==> src/rtl/pio_ctrl_pkg.sv <==
// Shared types and constants for the PIO write-port controller.
package pio_ctrl_pkg;

    typedef enum logic [1:0] {
        ST_IDLE  = 2'd0,
        ST_WRITE = 2'd1,
        ST_ACK   = 2'd2,
        ST_GAP   = 2'd3
    } pio_state_t;

    localparam int unsigned CNT_LSB   = 0;
    localparam int unsigned CNT_W     = 2;
    localparam int unsigned LED_LSB   = 2;
    localparam int unsigned LED_W     = 8;
    localparam int unsigned GPIO_LSB  = 10;
    localparam int unsigned GPIO_W    = 22;

    // LED field 8'h2A, counter_set 0, GPIO 0: matches the PIO's own reset value.
    localparam logic [31:0] PIO_RESET_WORD = 32'h0000_00A8;

    function automatic logic [31:0] pio_merge(input logic [31:0] shadow,
                                              input logic [31:0] wdata,
                                              input logic [31:0] wmask);
        return (shadow & ~wmask) | (wdata & wmask);
    endfunction

endpackage

==> src/rtl/pio_write_ctrl_rr_arb2.sv <==
// Two-way round-robin arbiter: req[0] = CPU, req[1] = aux.
// On a tie the requester not served last wins; last_grant resets to aux.
module rr_arb2 (
    input  logic       clk,
    input  logic       rst,
    input  logic [1:0] req,
    input  logic       advance,
    output logic [1:0] grant
);

    logic last_aux;

    always_comb begin
        grant = 2'b00;
        case (req)
            2'b01:   grant = 2'b01;
            2'b10:   grant = 2'b10;
            2'b11:   grant = last_aux ? 2'b01 : 2'b10;
            default: grant = 2'b00;
        endcase
    end

    always_ff @(posedge clk) begin
        if (rst) begin
            last_aux <= 1'b1;
        end else if (advance && (|grant)) begin
            last_aux <= grant[1];
        end
    end

endmodule

==> src/rtl/pio_write_ctrl.sv <==
// Write-port controller for the PIO register: arbitrates CPU/aux stores, merges
// masked writes into a shadow copy and issues one-cycle pio_en. Aux path: PIO_CTRL_AUX_EN.
//
// state    | meaning
// ---------+---------------------------------------------------------
// ST_IDLE  | waiting; requests sampled and one granted each edge
// ST_WRITE | pio_en high, pio_data holds merged word; shadow updates at exit
// ST_ACK   | one-cycle ack to the granted requester
// ST_GAP   | GAP_CYCLES forced idle cycles; requests stay pending
module pio_write_ctrl
    import pio_ctrl_pkg::*;
#(
    parameter int unsigned GAP_CYCLES = 0
) (
    input  logic        clk,
    input  logic        rst,
    input  logic        cpu_req,
    input  logic [31:0] cpu_wdata,
    input  logic [31:0] cpu_wmask,
    output logic        cpu_ack,
    input  logic        aux_req,
    input  logic [31:0] aux_wdata,
    input  logic [31:0] aux_wmask,
    output logic        aux_ack,
    output logic        pio_en,
    output logic [31:0] pio_data,
    output logic [31:0] pio_shadow,
    output logic        busy
);

    localparam logic [3:0] GAP_LOAD = (GAP_CYCLES > 0) ? 4'(GAP_CYCLES - 1) : 4'd0;

    pio_state_t  state;
    logic [3:0]  gap_cnt;
    logic [1:0]  grant;
    logic [31:0] merged;

`ifdef PIO_CTRL_AUX_EN
    logic advance;
    logic grant_aux;
    logic aux_ack_q;

    assign advance = (state == ST_IDLE) && (cpu_req || aux_req);
    assign aux_ack = aux_ack_q;

    rr_arb2 u_arb (
        .clk     (clk),
        .rst     (rst),
        .req     ({aux_req, cpu_req}),
        .advance (advance),
        .grant   (grant)
    );

    always_comb begin
        merged = pio_merge(pio_shadow, cpu_wdata, cpu_wmask);
        if (grant[1]) begin
            merged = pio_merge(pio_shadow, aux_wdata, aux_wmask);
        end
    end
`else
    // Without the aux requester the CPU is the only source; aux inputs are dead.
    logic unused_aux;

    assign grant      = {1'b0, cpu_req};
    assign merged     = pio_merge(pio_shadow, cpu_wdata, cpu_wmask);
    assign aux_ack    = 1'b0;
    assign unused_aux = ^{aux_req, aux_wdata, aux_wmask, grant[1]};
`endif

    always_ff @(posedge clk) begin
        if (rst) begin
            state      <= ST_IDLE;
            gap_cnt    <= 4'd0;
            pio_en     <= 1'b0;
            cpu_ack    <= 1'b0;
            busy       <= 1'b0;
            pio_data   <= PIO_RESET_WORD;
            pio_shadow <= PIO_RESET_WORD;
`ifdef PIO_CTRL_AUX_EN
            grant_aux  <= 1'b0;
            aux_ack_q  <= 1'b0;
`endif
        end else begin
            pio_en  <= 1'b0;
            cpu_ack <= 1'b0;
`ifdef PIO_CTRL_AUX_EN
            aux_ack_q <= 1'b0;
`endif
            case (state)
                ST_IDLE: begin
                    if (|grant) begin
                        pio_data <= merged;
                        pio_en   <= 1'b1;
                        busy     <= 1'b1;
                        state    <= ST_WRITE;
`ifdef PIO_CTRL_AUX_EN
                        grant_aux <= grant[1];
`endif
                    end
                end
                ST_WRITE: begin
                    pio_shadow <= pio_data;
                    state      <= ST_ACK;
`ifdef PIO_CTRL_AUX_EN
                    cpu_ack   <= ~grant_aux;
                    aux_ack_q <= grant_aux;
`else
                    cpu_ack   <= 1'b1;
`endif
                end
                ST_ACK: begin
                    if (GAP_CYCLES > 0) begin
                        gap_cnt <= GAP_LOAD;
                        state   <= ST_GAP;
                    end else begin
                        busy  <= 1'b0;
                        state <= ST_IDLE;
                    end
                end
                ST_GAP: begin
                    if (gap_cnt == 4'd0) begin
                        busy  <= 1'b0;
                        state <= ST_IDLE;
                    end else begin
                        gap_cnt <= gap_cnt - 4'd1;
                    end
                end
                default: begin
                    busy  <= 1'b0;
                    state <= ST_IDLE;
                end
            endcase
        end
    end

endmodule

==> config.mk <==
export PLATFORM = sky130hd
export DESIGN_NAME = pio_write_ctrl
export DESIGN_NICKNAME = d
export VERILOG_FILES = /design/src/rtl/pio_ctrl_pkg.sv /design/src/rtl/pio_write_ctrl_rr_arb2.sv /design/src/rtl/pio_write_ctrl.sv
export SDC_FILE = /design/constraint.sdc
export NUM_CORES = 1
export LEC_CHECK = 0
export BUFFER_PORTS_ARGS = -buffer_cell sky130_fd_sc_hd__buf_2
export CORE_MARGIN = 2
export CORE_UTILIZATION = 44
export DETAILED_ROUTE_END_ITERATION = 10
export PLACE_DENSITY_LB_ADDON = 0.1
export SYNTH_ARGS = -nofsm -noshare
export SYNTH_HDL_FRONTEND = slang
export SYNTH_HIERARCHICAL = 1
export SYNTH_SLANG_ARGS = --single-unit
==> constraint.sdc <==
create_clock -name clk -period 2.8 [get_ports clk]
set_clock_uncertainty 0.2 [all_clocks]
set_input_delay 0.56 -clock clk [delete_from_list [all_inputs] [get_ports clk]]
set_output_delay 0.56 -clock clk [all_outputs]
set_load 0.05 [all_outputs]
==> results.txt, run 1 <==
Clock tree root buffer cell = clkbuf_8
Sequential area share after synthesis = 0.503
Clock period minus worst slack = 1.77 ns
Vias after detailed routing = 2,659
Cell row count = 29
H-tree depth = 3
Compound-gate portion of the synthesized area = 0.148
Syn Nets = 458
DIE WIDTH = 85.3 microns
Initial DRC Count = 96
CP max-delay cell = dfxtp_1
Largest net degree at the start of global routing = 37
Fin crit share = 0.630
Drt pass-1 iters = 4
CTS Buffer Depth = 2
GR Overflow Total = 0
Buffers added on ports = 133
HP Class = flip-flop to flip-flop
Initial antenna violation count = 0
Total track usage = 0.191
CTS Buf Count = 9
Setup crit start kind = flip-flop
Synthesis-stage register bit count = 73
Mapped Area = 0.00291 sq mm
Simple-gate share of the synthesized area = 0.168
CTS Hold Bufs = 0
Post-detail-place hpwl = 4.95 mm
Setup TNS = 0 ns
Post-synthesis mux area share = 0.125
IO Pins = 200
Crit path largest cell delay = 0.38 ns
RSZ-0062 raised after global routing = false
Hold Fails Final Rpt = 0
Xor/xnor share of the synthesized area = 0
DIE HEIGHT = 85.3 microns
Worst path bufs/invs = 1
Number of diodes = 0
Commonest non-fill, non-tap cell in the layout = buf_2
Most frequent cells in the layout = buf_2 (133), dfxtp_1 (73), nand2_1 (64)
Post-cts resize count = 0
Final wirelength = 7.16 mm
Setup violations, final = 0
Worst-Margin Slew = 0.542 ns
Initial core utilization = 0.455
Wl on met1 = 3.30 mm
Worst EP required = 2.04 ns
Slew Limit Fails = 0
Wirelength per Cell = 13.5 microns
Met3 WL post-DR = 511 microns
CTS tree = built
Share of cells above drive strength 1 = 0.349
Utilization after layout = 0.592
Synth Area in Adders = 0.00431
PwrDens = 630 mW/mm^2
Status = completed
Hold slack final = 0.263 ns
Number of global-route vias before repair = 2,323
Syn avg cell area = 8.94 sq um
Die area = 0.00727 sq mm
Largest family of logic cells by synthesized area = simple AND/OR/NAND/NOR gates
Routed wl met2 = 3.22 mm
DRT antenna net count = 0
Critical path class = flip-flop to output port
CP Data Arrival Time = 1.01 ns
GPL Wtd Cong = 0.764
Nets = 583
Post-CTS setup buffers = 0
Peak supply drop = 0.337 mV
Vias per cell = 5.00
Worst path cell trace = buf_2
Drt drc = 0
Maximum operating frequency = 567 MHz
Relative slew slack = 0.639
Clock-pin slew on the worst setup and hold paths = 0.07 ns
Top layer in use = met4
Synth warn = 6
Pleak = 1.81 nW
Area Growth Syn to Fin = 30.1%
Number of library cell types mapped by synthesis = 26
Family with the most delay on the worst path = flip-flops
Synth Instances = 325
First-pass GRT wire length = 11.0 mm
Core ar. = 0.00639 sq mm
Clk Latency, worst-skew pair = 0.34 ns
Worst-path fanout max = 3
CTS sink cnt = 73
Crit. End Element = output port
Max-cap violations = 0
final timing paths:
check                                                 start                          end  slack (ns)  cells past startpoint
worst min-delay path              pio_data[24]$_SDFFE_PP0P_  pio_shadow[24]$_SDFFE_PP0P_        0.26                      2
worst max register to register        state[1]$_SDFFE_PP0P_  pio_shadow[23]$_SDFFE_PP0P_        1.04                      4
worst min register to register    pio_data[24]$_SDFFE_PP0P_  pio_shadow[24]$_SDFFE_PP0P_        0.26                      2
worst max-delay path            pio_shadow[26]$_SDFFE_PP0P_               pio_shadow[26]        1.03                      1
sequential cells by signal (all words and copies together) (netlist names):
| name | cells |
|---|---|
| busy | 1 |
| cpu_ack | 1 |
| gap_cnt | 4 |
| pio_data | 32 |
| pio_en | 1 |
| pio_shadow | 32 |
| state | 2 |
area by class of cell:
cell class | instances | area (sq um)
clock inverter | 3 | 15.0
inverter | 3 | 11.3
timing repair buffer | 140 | 731
clock buffer | 13 | 159
multi-input combinational | 223 | 1310
fill | 616 | 2610
sequential | 73 | 1460
tap | 77 | 96.3
metal layers:
layer / vias to the layer above / global-route usage
met1: 1209 / 0.248
met5: - / 0
li1: 1353 / -
met4: 0 / 0.0952
met3: 8 / 0.0467
met2: 89 / 0.295
tightest hold or removal path: stages, from the launching register on:
cell     delay (ns)
dfxtp_1        0.32
nand2_1        0.05
a21oi_1        0.05
cell usage after synthesis:
cell | number | area (sq um)
dfxtp_1 | 73 | 1460
nor2b_1 | 3 | 18.8
o32ai_1 | 1 | 8.76
buf_6 | 2 | 22.5
ha_1 | 1 | 12.5
a211o_1 | 3 | 26.3
o211a_1 | 1 | 10.0
nand2b_1 | 3 | 18.8
buf_1 | 2 | 7.51
nand3b_1 | 3 | 22.5
nor3_1 | 2 | 10.0
nor3b_2 | 1 | 12.5
or3b_1 | 1 | 8.76
a21oi_1 | 32 | 160
a211oi_1 | 29 | 218
buf_4 | 1 | 7.51
clkbuf_1 | 7 | 26.3
inv_1 | 3 | 11.3
nand3_1 | 2 | 10.0
o211ai_1 | 1 | 7.51
nand2_1 | 64 | 240
mux2_2 | 3 | 33.8
conb_1 | 1 | 3.75
mux2i_1 | 33 | 330
nor2_1 | 39 | 146
buf_2 | 14 | 70.1
logic make-up after synthesis:
kind of cell | count (synthesis)
AO/OA/AOI/OAI | 67
adder cells (fa/ha/maj) | 1
buffers and inverters | 29
flip-flops | 73
multiplexers | 36
other | 1
AND/OR/NAND/NOR | 118
power by group:
group	switching (mW)	total [mW]	internal, mW	leakage [nW]
clock network	0.370	0.737	0.367	0.0932
logic	0.352	0.498	0.146	1.11
registers	0.0465	1.15	1.10	0.597
total	0.769	2.38	1.61	1.81
per-stage QoR:
stage	setup slack [ns]	instance area [sq um]	total power, mW	cells
6_report	1.03	3780	2.38	532
5_1_grt	0.868	3780	2.48	532
4_1_cts	1.01	3780	2.41	532
3_5_place_dp	0.943	3610	1.67	516
3_3_place_gp	0.969	3610	1.66	516
2_1_floorplan	1.18	2910	1.52	325
Power figures use the tool's default switching activity.
==> inputs of run 2 (changes only) <==
--- a/config.mk
+++ b/config.mk
@@ -7,7 +7,7 @@
 export LEC_CHECK = 0
 export BUFFER_PORTS_ARGS = -buffer_cell sky130_fd_sc_hd__buf_2
 export CORE_MARGIN = 2
-export CORE_UTILIZATION = 44
+export CORE_UTILIZATION = 41
 export DETAILED_ROUTE_END_ITERATION = 10
 export PLACE_DENSITY_LB_ADDON = 0.1
 export SYNTH_ARGS = -nofsm -noshare
==> constraint.sdc (replaced) <==
create_clock -name clk -period 1.71 [get_ports clk]
set_clock_uncertainty 0.2 [all_clocks]
set_input_delay 0.342 -clock clk [delete_from_list [all_inputs] [get_ports clk]]
set_output_delay 0.342 -clock clk [all_outputs]
set_load 0.05 [all_outputs]
==> run 2 against run 1 <==
Setup slack lost 0.91 ns. Sequential share of layout area shrank 1.3 points. Total power grew 82%. Final area grew 3.4%. Worst hold slack lost 0.13 ns. Clock power grew 120%. Global-route usage shrank 1.3 points. Highest routed layer unchanged. Critical path depth grew 4. Largest cell class unchanged.
==> results.txt, run 2 (same netlist as run 1, synthesis figures left out) <==
DIE WIDTH = 88.2 microns (+3.4%)
Die area = 0.00778 sq mm (+7.0%)
CP Data Arrival Time = 1.62 ns (+0.61 ns)
Slew Limit Fails = 0 (unchanged)
Placed instance count = 538 (+4.3%)
Routed wl met2 = 3.25 mm (+0.99%)
Total track usage = 0.177 (-0.0135)
Met3 WL post-DR = 523 microns (+2.3%)
Vias after detailed routing = 2,709 (+1.9%)
Pint = 3.06 mW (+90%)
Peak supply drop = 0.565 mV (+68%)
Share of cells above drive strength 1 = 0.356 (+0.00644)
GPL Wtd Cong = 0.746 (-2.3%)
Status = completed
Initial core utilization = 0.425 (-0.0297)
Initial DRC Count = 93 (-3.1%)
Nets = 586 (+0.51%)
Buffers added on ports = 133 (unchanged)
Post-detail-place hpwl = 4.89 mm (-1.1%)
CTS Buf Count = 9 (unchanged)
Logic gate share of total power = 0.191 (-0.018)
DRT antenna net count = 0 (unchanged)
Fin crit share = 0.927
Drt drc = 0 (unchanged)
Largest net degree at the start of global routing = 45 (+22%)
Area Growth Syn to Fin = 34.6%
Net switching power = 1.27 mW (+65%)
Critical path class = flip-flop to flip-flop
Setup TNS = 0 ns (unchanged)
IO Pins = 200 (unchanged)
Wl on met1 = 3.12 mm (-5.4%)
Wirelength per Cell = 12.5 microns (-6.8%)
Drt pass-1 iters = 5 (+1)
DIE HEIGHT = 88.2 microns (+3.4%)
Most frequent cells in the layout = buf_2 (133), dfxtp_1 (73), nand2_1 (64)
Clock-pin slew on the worst setup and hold paths = 0.08 ns (about the same)
CTS sink cnt = 73 (unchanged)
Initial antenna violation count = 0 (unchanged)
Hold Fails Final Rpt = 0 (unchanged)
Cell row count = 30 (+3.4%)
Post-CTS setup buffers = 0 (unchanged)
Clock network fraction of total power = 0.376 (+0.066)
Worst-path fanout max = 3 (unchanged)
Pleak = 1.85 nW (+2.4%)
Sw frac = 0.293 (-0.0297)
Post-Layout Cell Count = 554 (+4.1%)
Setup crit start kind = flip-flop
Clock tree root buffer cell = clkbuf_8
Filler instances = 628 (+1.9%)
CTS Buffer Depth = 2 (unchanged)
Number of global-route vias before repair = 2,342 (+0.82%)
Commonest non-fill, non-tap cell in the layout = buf_2
PwrDens = 1110 mW/mm^2 (+76%)
First-pass GRT wire length = 10.7 mm (-3.3%)
Final wirelength = 6.95 mm (-3.0%)
Post-cts resize count = 0 (unchanged)
H-tree depth = 3 (unchanged)
Max-cap violations = 0 (unchanged)
Setup violations, final = 0 (unchanged)
Tot Pwr = 4.32 mW (+82%)
Top layer in use = met4
Maximum operating frequency = 631 MHz
Top flop regs = pio_data (32), pio_shadow (32), gap_cnt (4)
Vias per cell = 4.89 (-2.2%)
Core ar. = 0.00683 sq mm (+7.0%)
Clk Latency, worst-skew pair = 0.34 ns (about the same)
RSZ-0062 raised after global routing = false
Register share of total power = 0.433 (-0.048)
Hold slack final = 0.137 ns (-0.126 ns)
GR Overflow Total = 0 (unchanged)
CTS Hold Bufs = 0 (unchanged)
Clock period minus worst slack = 1.58 ns
Number of diodes = 0 (unchanged)
CTS tree = built
Crit. End Element = flip-flop
HP Class = input pin to flip-flop
Worst EP required = 1.74 ns (-0.30 ns)
-- run 2: area by class of cell --
class / count / area [sq um] / share of cell area
inverter: 3 / 11.3 / 0.00288
timing repair buffer: 143 / 766 / 0.196
sequential: 73 / 1460 / 0.374
multi-input combinational: 223 / 1310 / 0.334
tap: 96 / 120 / 0.0307
clock buffer: 11 / 141 / 0.0362
clock inverter: 5 / 103 / 0.0262
-- run 2: worst paths after layout --
kind,startpoint,to,slack [ns],cells after the start
worst max-delay path,gap_cnt[0]$_SDFFE_PP0P_,gap_cnt[0]$_SDFFE_PP0P_,0.13,5
worst min-delay path,cpu_wdata[12],pio_data[12]$_SDFFE_PP0P_,0.14,3
worst max register to register,gap_cnt[0]$_SDFFE_PP0P_,gap_cnt[0]$_SDFFE_PP0P_,0.13,5
worst min register to register,pio_data[30]$_SDFFE_PP0P_,pio_shadow[30]$_SDFFE_PP0P_,0.26,2
-- run 2: per-stage QoR --
step / instance area [sq um] / setup WS, ns / util
after floorplan: 2910 / 0.201 / -
after global placement: 3670 / 0.137 / 0.537
after detailed placement: 3670 / 0.119 / 0.537
after CTS: 3910 / 0.105 / 0.572
after global routing: 3910 / 0.0348 / 0.572
final: 3910 / 0.125 / 0.572
-- run 2: power groups by stage --
stage / clock network (mW) / logic [mW] / registers, mW
finish: 1.63 / 0.826 / 1.87
CTS: 1.68 / 0.834 / 1.87
floorplan: 0 / 0.263 / 2.23
global route: 1.73 / 0.888 / 1.89
global placement: 0 / 0.824 / 1.91
detailed placement: 0 / 0.832 / 1.91
-- run 2: metal layers --
layer,GRT usage,vias up
met5,0,-
li1,-,1375
met1,0.215,1234
met3,0.0716,4
met2,0.288,96
met4,0.0579,0
-- run 2: critical path, cell delays in order (launching register included) --
cell and delay [ns]:
dfxtp_1 0.36, inv_1 0.06, ha_1 0.22, nand2b_1 0.11, o211a_1 0.19, mux2_2 0.34
